[src/rtl/timer_unit_pkg.sv]
// -----------------------------------------------------------------------------
// timer_unit_pkg
//   Shared constants for the memory-mapped countdown timers:
//     - bus windows of TIMER0 / TIMER1
//     - word offsets of the CTRL / PRESET / COUNT registers
//     - CTRL bit positions
//     - FSM state encodings
//     - MODE field encodings
//   Optional feature macro consumed by timer_unit: TIMER_AUTORELOAD_EN.
// -----------------------------------------------------------------------------
package timer_unit_pkg;

   // Byte-address windows of the two timer instances.
   localparam logic [31:0] TIMER0_LSA = 32'h0000_7F00;
   localparam logic [31:0] TIMER0_MSA = 32'h0000_7F0B;
   localparam logic [31:0] TIMER1_LSA = 32'h0000_7F10;
   localparam logic [31:0] TIMER1_MSA = 32'h0000_7F1B;

   // Word offsets, i.e. ADDR[3:2].
   localparam logic [1:0] CTRL_OFS   = 2'd0;
   localparam logic [1:0] PRESET_OFS = 2'd1;
   localparam logic [1:0] COUNT_OFS  = 2'd2;
   localparam logic [1:0] RSVD_OFS   = 2'd3;

   // CTRL bit positions.
   localparam int CTRL_EN_BIT   = 0;
   localparam int CTRL_MODE_LSB = 1;
   localparam int CTRL_MODE_MSB = 2;
   localparam int CTRL_IM_BIT   = 3;

   // FSM state encodings.
   localparam logic [1:0] TIMER_IDLE = 2'd0;
   localparam logic [1:0] TIMER_LOAD = 2'd1;
   localparam logic [1:0] TIMER_CNT  = 2'd2;
   localparam logic [1:0] TIMER_INT  = 2'd3;

   // MODE encodings; 2'b1x behaves as one-shot.
   localparam logic [1:0] MODE_ONESHOT = 2'b00;
   localparam logic [1:0] MODE_RELOAD  = 2'b01;

   // True only for the exact auto-reload encoding.
   function automatic logic is_reload_mode(input logic [1:0] mode);
      return (mode == MODE_RELOAD);
   endfunction

endpackage

[src/rtl/timer_unit.sv]
// -----------------------------------------------------------------------------
// timer_unit
//   Memory-mapped countdown timer on the data-memory bus. Software programs
//   PRESET and CTRL, the FSM loads COUNT from PRESET and decrements it to 0,
//   then raises irq_flag. irq = irq_flag & CTRL.IM.
//
//   Configuration macro: TIMER_AUTORELOAD_EN
//     defined   : MODE=01 reloads COUNT and pulses irq for one cycle.
//     undefined : MODE=01 behaves as one-shot (MODE still reads back).
//
//   Ports
//     clk      in   1      rising-edge clock
//     reset_n  in   1      asynchronous active-low reset
//     sel      in   1      address falls inside this timer's window
//     addr     in   2      word offset: 0=CTRL 1=PRESET 2=COUNT 3=reserved
//     wr_en    in   4      byte enables; only a full-word write commits
//     wdata    in   32     write data
//     rdata    out  32     combinational read of the addressed register
//     irq      out  1      level interrupt request
// -----------------------------------------------------------------------------
module timer_unit
   import timer_unit_pkg::*;
#(
   parameter int CNT_W  = 32,
   parameter int CTRL_W = 4
) (
   input  logic        clk,
   input  logic        reset_n,
   input  logic        sel,
   input  logic [1:0]  addr,
   input  logic [3:0]  wr_en,
   input  logic [31:0] wdata,
   output logic [31:0] rdata,
   output logic        irq
);

   localparam logic [CNT_W-1:0] CNT_ONE = CNT_W'(1);

   logic [1:0]        state_q,    state_d;
   logic [CTRL_W-1:0] ctrl_q,     ctrl_d;
   logic [CNT_W-1:0]  preset_q,   preset_d;
   logic [CNT_W-1:0]  count_q,    count_d;
   logic              irq_flag_q, irq_flag_d;

   logic wr_commit;
   logic auto_reload;

   // Byte or half-word stores into the timer are ignored completely.
   assign wr_commit = sel && (wr_en == 4'b1111);

`ifdef TIMER_AUTORELOAD_EN
   assign auto_reload = is_reload_mode(ctrl_q[CTRL_MODE_MSB:CTRL_MODE_LSB]);
`else
   assign auto_reload = 1'b0;
`endif

   // --------------------------------------------------------------------------
   // Next-state logic. The FSM always acts on the registered CTRL value, so a
   // freshly written EN is only seen on the following edge. The software write
   // is applied last so it overrides any hardware update of CTRL / irq_flag
   // made on the same edge.
   // --------------------------------------------------------------------------
   always_comb begin
      state_d    = state_q;
      ctrl_d     = ctrl_q;
      preset_d   = preset_q;
      count_d    = count_q;
      irq_flag_d = irq_flag_q;

      case (state_q)
         TIMER_IDLE: begin
            if (ctrl_q[CTRL_EN_BIT]) begin
               state_d = TIMER_LOAD;
            end
         end
         TIMER_LOAD: begin
            count_d = preset_q;
            state_d = TIMER_CNT;
         end
         TIMER_CNT: begin
            if (!ctrl_q[CTRL_EN_BIT]) begin
               // Disabled mid-count: COUNT freezes at its current value.
               state_d = TIMER_IDLE;
            end else if (count_q > CNT_ONE) begin
               count_d = count_q - CNT_ONE;
            end else begin
               // Covers PRESET=0 as well, so COUNT never underflows.
               count_d    = '0;
               irq_flag_d = 1'b1;
               state_d    = TIMER_INT;
            end
         end
         TIMER_INT: begin
            if (auto_reload) begin
               irq_flag_d = 1'b0;
               state_d    = TIMER_LOAD;
            end else begin
               // One-shot: flag stays up until software writes CTRL.
               ctrl_d[CTRL_EN_BIT] = 1'b0;
               state_d             = TIMER_IDLE;
            end
         end
         default: begin
            state_d = TIMER_IDLE;
         end
      endcase

      if (wr_commit) begin
         case (addr)
            CTRL_OFS: begin
               ctrl_d     = wdata[CTRL_W-1:0];
               irq_flag_d = 1'b0;
            end
            PRESET_OFS: begin
               preset_d = wdata[CNT_W-1:0];
            end
            default: begin
               // COUNT is read-only and the reserved slot has no storage.
            end
         endcase
      end
   end

   always_ff @(posedge clk or negedge reset_n) begin
      if (!reset_n) begin
         state_q    <= TIMER_IDLE;
         ctrl_q     <= '0;
         preset_q   <= '0;
         count_q    <= '0;
         irq_flag_q <= 1'b0;
      end else begin
         state_q    <= state_d;
         ctrl_q     <= ctrl_d;
         preset_q   <= preset_d;
         count_q    <= count_d;
         irq_flag_q <= irq_flag_d;
      end
   end

   // Read mux; narrower registers are zero-extended to the bus width.
   always_comb begin
      rdata = 32'h0;
      case (addr)
         CTRL_OFS:   rdata = 32'(ctrl_q);
         PRESET_OFS: rdata = 32'(preset_q);
         COUNT_OFS:  rdata = 32'(count_q);
         default:    rdata = 32'h0;
      endcase
   end

   assign irq = irq_flag_q & ctrl_q[CTRL_IM_BIT];

endmodule

[config.mk]
export PLATFORM = sky130hd
export DESIGN_NAME = timer_unit
export DESIGN_NICKNAME = d
export VERILOG_FILES = /design/src/rtl/timer_unit_pkg.sv /design/src/rtl/timer_unit.sv
export SDC_FILE = /design/constraint.sdc
export NUM_CORES = 1
export LEC_CHECK = 0
export ABC_CLOCK_PERIOD_IN_PS = 2100
export CAP_MARGIN = 20
export CORE_MARGIN = 2
export CORE_UTILIZATION = 48
export DETAILED_ROUTE_END_ITERATION = 8
export GPL_ROUTABILITY_DRIVEN = 0
export PLACE_DENSITY = 0.77
export SLEW_MARGIN = 20
export SYNTH_ARGS = -nofsm -noshare
export SYNTH_HDL_FRONTEND = slang
export SYNTH_SLANG_ARGS = --single-unit
[constraint.sdc]
create_clock -name clk -period 2.1 [get_ports clk]
set_clock_uncertainty 0.2 [all_clocks]
set_input_delay 0.42 -clock clk [delete_from_list [all_inputs] [get_ports clk]]
set_output_delay 0.42 -clock clk [all_outputs]
set_load 0.01 [all_outputs]
==> metrics.md, run 1 <==
| Metric | Value |
|---|---|
| Seq pwr share | 27.1% |
| Mapped Cells | around 400 |
| Layout cells sized above 1 | between 40 and 50% |
| Worst-margin pin slew | around 520 ps |
| Max-cap violations | 0 |
| Hold Crit Class | reg2reg |
| Cell Area, Synth | around 0.0042 mm2 |
| Rel. slew slack | between 60% and 70% |
| Largest net degree at the start of global routing | 72 |
| Met1 Use GR | approximately two fifths |
| # diodes | 0 |
| GRT Overall Usage | about 33% |
| Clock tree sinks | 71 |
| Gr busiest metal | met2 |
| Final wirelength | ~16000 um |
| Leak Pwr | 2.90 nW |
| Initial drt markers | approximately 480 |
| Sw Ratio | 41.3% |
| Reg-to-reg setup timing slack | -190 ps |
| Final hold violations | 0 |
| FF-to-FF End | count_q[18]$_DFFE_PN0P_ |
| Register area share after synthesis | a little over two fifths |
| Switching pwr | 3.26 mW |
| Met3 usage | 6.76% |
| Initial core utilization | 50.1% |
| Reg clk slew, reported paths | ~80 ps |
| Crit Path Class | reg2reg |
| Worst-Skew Late Latency | ~370 ps |
| Status | finished with violations |
| RSZ-0062 raised after global routing | yes |
| Clock Tree Buf Depth | 2 |
| Root Driver | clkbuf_8 |
| Routed len/inst | around 23 um |
| FFs w/ async S/R, synth | 100% |
| Cell Rows | 33 |
| Main synth FF type | dfrtp_1 |
| Dpl ws | -686 ps |
| I/O pin cnt | 74 |
| Layout net count | between 600 and 700 |
| Max VDD drop | 814 uV |
| Data arrival, critical path | approximately 2300 ps |
| Final Cycle Share | 109% |
| Req. time, crit path | approximately 2100 ps |
| Vias in the first global route | approximately 4700 |
| Synthesized Nets | around 440 |
| Critical path launch point | count_q[24]$_DFFE_PN0P_ |
| Clk pwr share | between 15 and 20% |
| Vias post-DR | 4643 |
| Die Wd | 97.1 um |
| Mean area per synthesized cell | around 10 um2 |
| Crit path capture | count_q[18]$_DFFE_PN0P_ |
| Max-slew violations | 0 |
| Crit Reg-Reg Startpoint | count_q[24]$_DFFE_PN0P_ |
| Pre-antenna DRT Iters | 5 |
| R2R cell count | 6 |
| CTS tree | done |
| H-tree levels | 3 |
| Num CTS Buffers | 9 |
| GRT overflow | 0 |
| Antenna Violating Nets Remaining | 0 |
| Pwr Density | 1240 mW/mm2 |
| Post-synth EDFFs | 0 |
| Setup violations, final | 32 |
| Worst hold margin | ~310 ps |
| Comb pwr share | 56.3% |
| Fin crit period | around 2300 ps |
| Vias per cell | ~6.7 |
| Yosys warning count | 0 |
| Failing checks | negative setup slack |
| Hpwl dp | a little under 9000 um |
| Die area | between 0.009 and 0.01 mm2 |
| IO Port Bufs | 73 |
| Final TNS setup | -4020 ps |
| Met2 GRT Util | between 50 and 60% |
| Crit Path Max Fanout | 10 |
| Drc violations | 0 |
| Global-route wire length before repair | around 24000 um |
| Critical path launch point type | flop |
| Internal Pwr Total | 4.63 mW |
| Yosys cell types | 61 |
| Final core occ | around three quarters |
| Synthesized flop and latch total | 71 |
| Crit path capture type | flop |
| Initial antenna violation count | 0 |
| PnR worst setup slack | -192 ps |
| Area grow syn2layout | 53.4% |
| Fmax achieved | around 440 MHz |
| Core area | 0.00830 mm2 |
| Die height | ~97 um |
[registers in the layout, summed over array words and instances (netlist names)]
name / flops
ctrl_q: 4
preset_q: 32
state_q: 2
count_q: 32
irq_flag_q: 1
[routing by layer]
metal  up-vias  wire length [um]
li1       1920                 -
met1      2212              5640
met2       398              7870
met3       113              1610
met4         0               967
met5         -                 0
[cell families (layout without fill, tap and decap cells)]
kind of cell / after synthesis / after routing / synth area share (%)
buffers and inverters: 37 / 227 / 4.39
adders and majority gates: 2 / 2 / 0.602
DFF: 71 / 71 / 42.7
and+or+nand+nor: 141 / 141 / 21.2
AOI/OAI and AO/OA: 111 / 111 / 20.6
muxes: 39 / 39 / 10.4
[layout by cell type (no fill, tap or decap), drive strengths merged, types with 3 or more instances in the layout]
cell	synthesis	routed
mux2	35	35
and3	12	12
nand2b	3	3
buf	13	131
or4	13	13
nand3	24	24
dlygate4sd2	0	6
clkdlybuf4s50	0	38
a31oi	3	3
nand4	7	7
nand2	35	35
inv	8	8
o31ai	4	4
o41ai	7	7
nor2b	4	4
clkbuf	16	28
a22o	28	28
nor4	10	10
nor3	7	7
a21oi	19	19
a221oi	3	3
dfrtp	71	71
o211ai	9	9
nor2	16	16
clkdlybuf4s15	0	10
o21ai	19	19
a22oi	3	3
mux2i	4	4
o311ai	5	5
[power groups by stage]
stage | registers (mW) | clock network [mW] | logic [mW]
final | 2.14 | 1.31 | 4.44
after floorplan | 2.09 | 0 | 1.75
after global placement | 2.08 | 0 | 3.32
after CTS | 2.09 | 1.29 | 3.88
after detailed placement | 2.10 | 0 | 3.42
after global routing | 2.17 | 1.36 | 4.64
[synthesized netlist by cell type, drive strengths merged (5+ instances only)]
| cell | n | share of area [%] |
|---|---|---|
| o211ai | 9 | 1.7 |
| o41ai | 7 | 1.5 |
| nor4 | 10 | 3.2 |
| inv | 8 | 0.72 |
| or4 | 13 | 2.6 |
| a21oi | 19 | 2.3 |
| and3 | 12 | 1.8 |
| nor2 | 16 | 1.5 |
| a22o | 28 | 5.9 |
| mux2 | 35 | 9.5 |
| nand2 | 35 | 3.2 |
| dfrtp | 71 | 43 |
| nand3 | 24 | 3.2 |
| clkbuf | 16 | 1.4 |
| nand4 | 7 | 1.4 |
| o311ai | 5 | 1.1 |
| nor3 | 7 | 1.2 |
| buf | 13 | 2.2 |
| o21ai | 19 | 2.4 |
[repair_timing]
action / 4_1_cts / 5_1_grt
buffers inserted: 22 / 6
resized for setup: 69 / 72
cloned: 1 / 0
endpoints found under the setup margin: 62 / 61
pin swaps: 14 / 15
hold endpoints to repair: 71 / 0
hold buffers: 1 / 0
[area by class of cell]
| type | count | area [um2] |
|---|---|---|
| Clock buffer | 11 | 151 |
| Fill cell | 478 | 1920 |
| Sequential cell | 71 | 1790 |
| Tap cell | 105 | 131 |
| Inverter | 8 | 30.0 |
| Clock inverter | 5 | 80.1 |
| Multi-Input combinational cell | 293 | 2450 |
| Timing Repair Buffer | 203 | 1750 |
[metrics by stage]
stage	area (um2)	instances	power (mW)
floorplan	4190	401	3.83
global placement	5720	651	5.40
detailed placement	5720	651	5.51
CTS	6270	691	7.27
global route	6380	696	8.17
finish	6380	696	7.89
[critical path, cell delays in order, from the launching register on]
cell and delay [ps]:
dfrtp_1 420, nor4_2 340, buf_4 210, and4_4 310
a31oi_4 230, a221oi_1 360, a41oi_1 80
[how the worst min path moves through the flow]
stage | start | endpoint | slack [ps] | depth (start not counted)
5_1_grt | ctrl_q[2]$_DFFE_PN0P_ | ctrl_q[2]$_DFFE_PN0P_ | 340 | 1
3_3_place_gp | irq_flag_q$_DFF_PN0_ | irq_flag_q$_DFF_PN0_ | 270 | 1
3_5_place_dp | reset_n | preset_q[30]$_DFFE_PN0P_ | 280 | 2
4_1_cts | ctrl_q[2]$_DFFE_PN0P_ | ctrl_q[2]$_DFFE_PN0P_ | 310 | 1
2_1_floorplan | reset_n | count_q[0]$_DFFE_PN0P_ | -80 | 0
6_report | ctrl_q[2]$_DFFE_PN0P_ | ctrl_q[2]$_DFFE_PN0P_ | 310 | 1
(Power assumes the default switching activity.)
==> inputs of run 2 (changes only) <==
--- a/config.mk
+++ b/config.mk
@@ -8,10 +8,11 @@
 export ABC_CLOCK_PERIOD_IN_PS = 2100
 export CAP_MARGIN = 20
 export CORE_MARGIN = 2
-export CORE_UTILIZATION = 48
+export CORE_UTILIZATION = 50
 export DETAILED_ROUTE_END_ITERATION = 8
+export DONT_BUFFER_PORTS = 1
 export GPL_ROUTABILITY_DRIVEN = 0
-export PLACE_DENSITY = 0.77
+export PLACE_DENSITY = 0.68
 export SLEW_MARGIN = 20
 export SYNTH_ARGS = -nofsm -noshare
 export SYNTH_HDL_FRONTEND = slang
==> run 2 against run 1 <==
  * The flow finishes with violations (negative hold slack, negative setup slack)
  * Clock-buffer cell count grew 2
  * Register-to-register slack worse by 30 ps
  * Hold slack worse by 770 ps
  * Critical path depth up 2
  * Non-clock buffer count shrank 94
  * Utilization decreased by 8.7 points
  * Cell count is 14% lower
  * Die area is 3.8% lower
  * Critical path type unchanged
  * Critical endpoint is now count_q[0]$_DFFE_PN0P_
  * Largest power group unchanged
  * Highest routed layer unchanged
==> metrics.md, run 2 (synthesis gave the netlist of run 1 again) <==
| Metric | Value |
|---|---|
| Status | finished with violations |
| Failing checks | negative hold slack, negative setup slack |
| Filler cell count | 571 (+19%) |
| Die height | 95.2 um (-1.9%) |
| Area grow syn2layout | 33.3% |
| Multi-input logic area | 0.00248 mm2 (+1.2%) |
| Dpl cells | 571 (-12%) |
| Final hold violations | 71 (+71) |
| Die Wd | 95.2 um (-1.9%) |
| Fin crit period | 2320 ps (+29.5 ps) |
| Dpl ws | -134 ps (+551 ps) |
| Reg clk slew, reported paths | 80 ps (about the same) |
| Routed len/inst | 21.6 um (-6.5%) |
| Most common cell after layout, fill and taps aside | buf_4 |
| I/O pin cnt | 74 (unchanged) |
| Die area | 0.00906 mm2 (-3.8%) |
| Crit Reg-Reg Startpoint | count_q[0]$_DFFE_PN0P_ |
| Initial core utilization | 51.1% (+1.0 points) |
| Commonest non-fill, non-tap cells in the layout | buf_4, dfrtp_1, mux2_2 |
| Clock tree sinks | 71 (unchanged) |
| Max-cap violations | 0 (unchanged) |
| Vias in the first global route | 3815 (-19%) |
| Non-Filler Instances | 602 (-14%) |
| Final wirelength | 13000 um (-19%) |
| Core area | 0.00813 mm2 (-2.0%) |
| Worst hold margin | -452 ps (-765 ps) |
| Final TNS setup | -3410 ps (+608 ps) |
| Crit Path Class | reg2reg |
| Vias post-DR | 3922 (-16%) |
| IO Port Bufs | 0 (-100%) |
| Rel. slew slack | 67.0% (+1.8 points) |
| Num CTS Buffers | 9 (unchanged) |
| # diodes | 0 (unchanged) |
| RSZ-0062 raised after global routing | yes |
| Pre-antenna DRT Iters | 7 (+2) |
| Max VDD drop | 629 uV (-23%) |
| Cell Rows | 33 (unchanged) |
| Data arrival, critical path | 2340 ps (+20 ps) |
| Critical path launch point type | flop |
| Root Driver | clkbuf_8 |
| Layout cells sized above 1 | 46.5% (+0.96 points) |
| Finished Cell Area | 0.00554 mm2 (-13%) |
| Antenna Violating Nets Remaining | 0 (unchanged) |
| PnR worst setup slack | -221 ps (-29.5 ps) |
| Vias per cell | 6.51 (-2.3%) |
| Initial drt markers | 310 (-36%) |
| Global-route wire length before repair | 19900 um (-19%) |
| Crit path capture type | flop |
| Reg-to-reg setup timing slack | -220 ps (-30 ps) |
| Initial antenna violation count | 0 (unchanged) |
| FF-to-FF End | count_q[0]$_DFFE_PN0P_ |
| Layout net count | 535 (-15%) |
| GRT Overall Usage | 28.8% (-4.0 points) |
| Fmax achieved | 431 MHz (-1.3%) |
| Pwr Density | 1300 mW/mm2 (+4.9%) |
| R2R cell count | 8 (+2) |
| Drc violations | 0 (unchanged) |
| Hold Crit Class | in2async |
| GRT overflow | 0 (unchanged) |
| Setup violations, final | 30 (-6.3%) |
| Leak Pwr | 2.49 nW (-14%) |
| H-tree levels | 3 (unchanged) |
| Placed inst area | 0.00488 mm2 (-15%) |
| Final core occ | 68.1% (-8.7 points) |
| Largest net degree at the start of global routing | 72 (unchanged) |
| Sequential Area | 0.00178 mm2 (-0.42%) |
| Worst-margin pin slew | 494 ps (-26.5 ps) |
| Crit Path Max Fanout | 5 (-5) |
| CTS tree | done |
| Largest regs | count_q x32, preset_q x32, ctrl_q x4 |
| Hpwl dp | 8830 um (-0.59%) |
| Req. time, crit path | 2120 ps (about the same) |
| Clock Tree Buf Depth | 2 (unchanged) |
| Power Total | 7.20 mW (-8.8%) |
| Worst-Skew Late Latency | 360 ps (about the same) |
| Max-slew violations | 0 (unchanged) |
| Final Cycle Share | 111% (+1.4 points) |
-- run 2: cell type report --
type                            count  area share (%)
Multi-Input combinational cell    293            44.7
Sequential cell                    71            32.1
Timing Repair Buffer              109            16.2
Inverter                            8           0.542
Tap cell                          105            2.37
Clock inverter                      3            1.17
Clock buffer                       13            2.87
-- run 2: worst max path at each step --
stage	depth (start not counted)	startpoint	to
after floorplan	8	count_q[0]$_DFFE_PN0P_	count_q[17]$_DFFE_PN0P_
after global placement	8	count_q[0]$_DFFE_PN0P_	count_q[8]$_DFFE_PN0P_
after detailed placement	8	count_q[0]$_DFFE_PN0P_	count_q[8]$_DFFE_PN0P_
after CTS	8	count_q[0]$_DFFE_PN0P_	count_q[19]$_DFFE_PN0P_
after global routing	8	count_q[0]$_DFFE_PN0P_	count_q[0]$_DFFE_PN0P_
final	8	count_q[0]$_DFFE_PN0P_	count_q[0]$_DFFE_PN0P_
-- run 2: metal layers --
metal	track usage [%]	share of wire [%]	vias up
met5	0	0	-
met4	11.7	3.1	0
met3	6.17	7.9	40
met2	46.0	49	194
met1	38.2	40	1958
li1	-	-	1730
-- run 2: report_power, final --
group / switching, mW / leakage, nW / internal (mW)
logic: 1.93 / 1.44 / 1.91
clock network: 0.519 / 0.114 / 0.734
registers: 0.382 / 0.934 / 1.72
total: 2.83 / 2.49 / 4.36
-- run 2: what timing repair did --
action	CTS	global route
pin swaps	13	22
cloned	0	1
hold buffers	2	1
gates resized for setup	23	38
buffers inserted	8	5
setup endpoints to repair	25	33
endpoints found under the hold margin	73	72
-- run 2: critical path, cell delays in order, from the launching register on --
cell and delay (ps):
dfrtp_2 460, inv_2 100, ha_4 140, nor2_2 40, or4_4 470, o31ai_4 360, buf_4 190, buf_6 120
o22ai_1 100
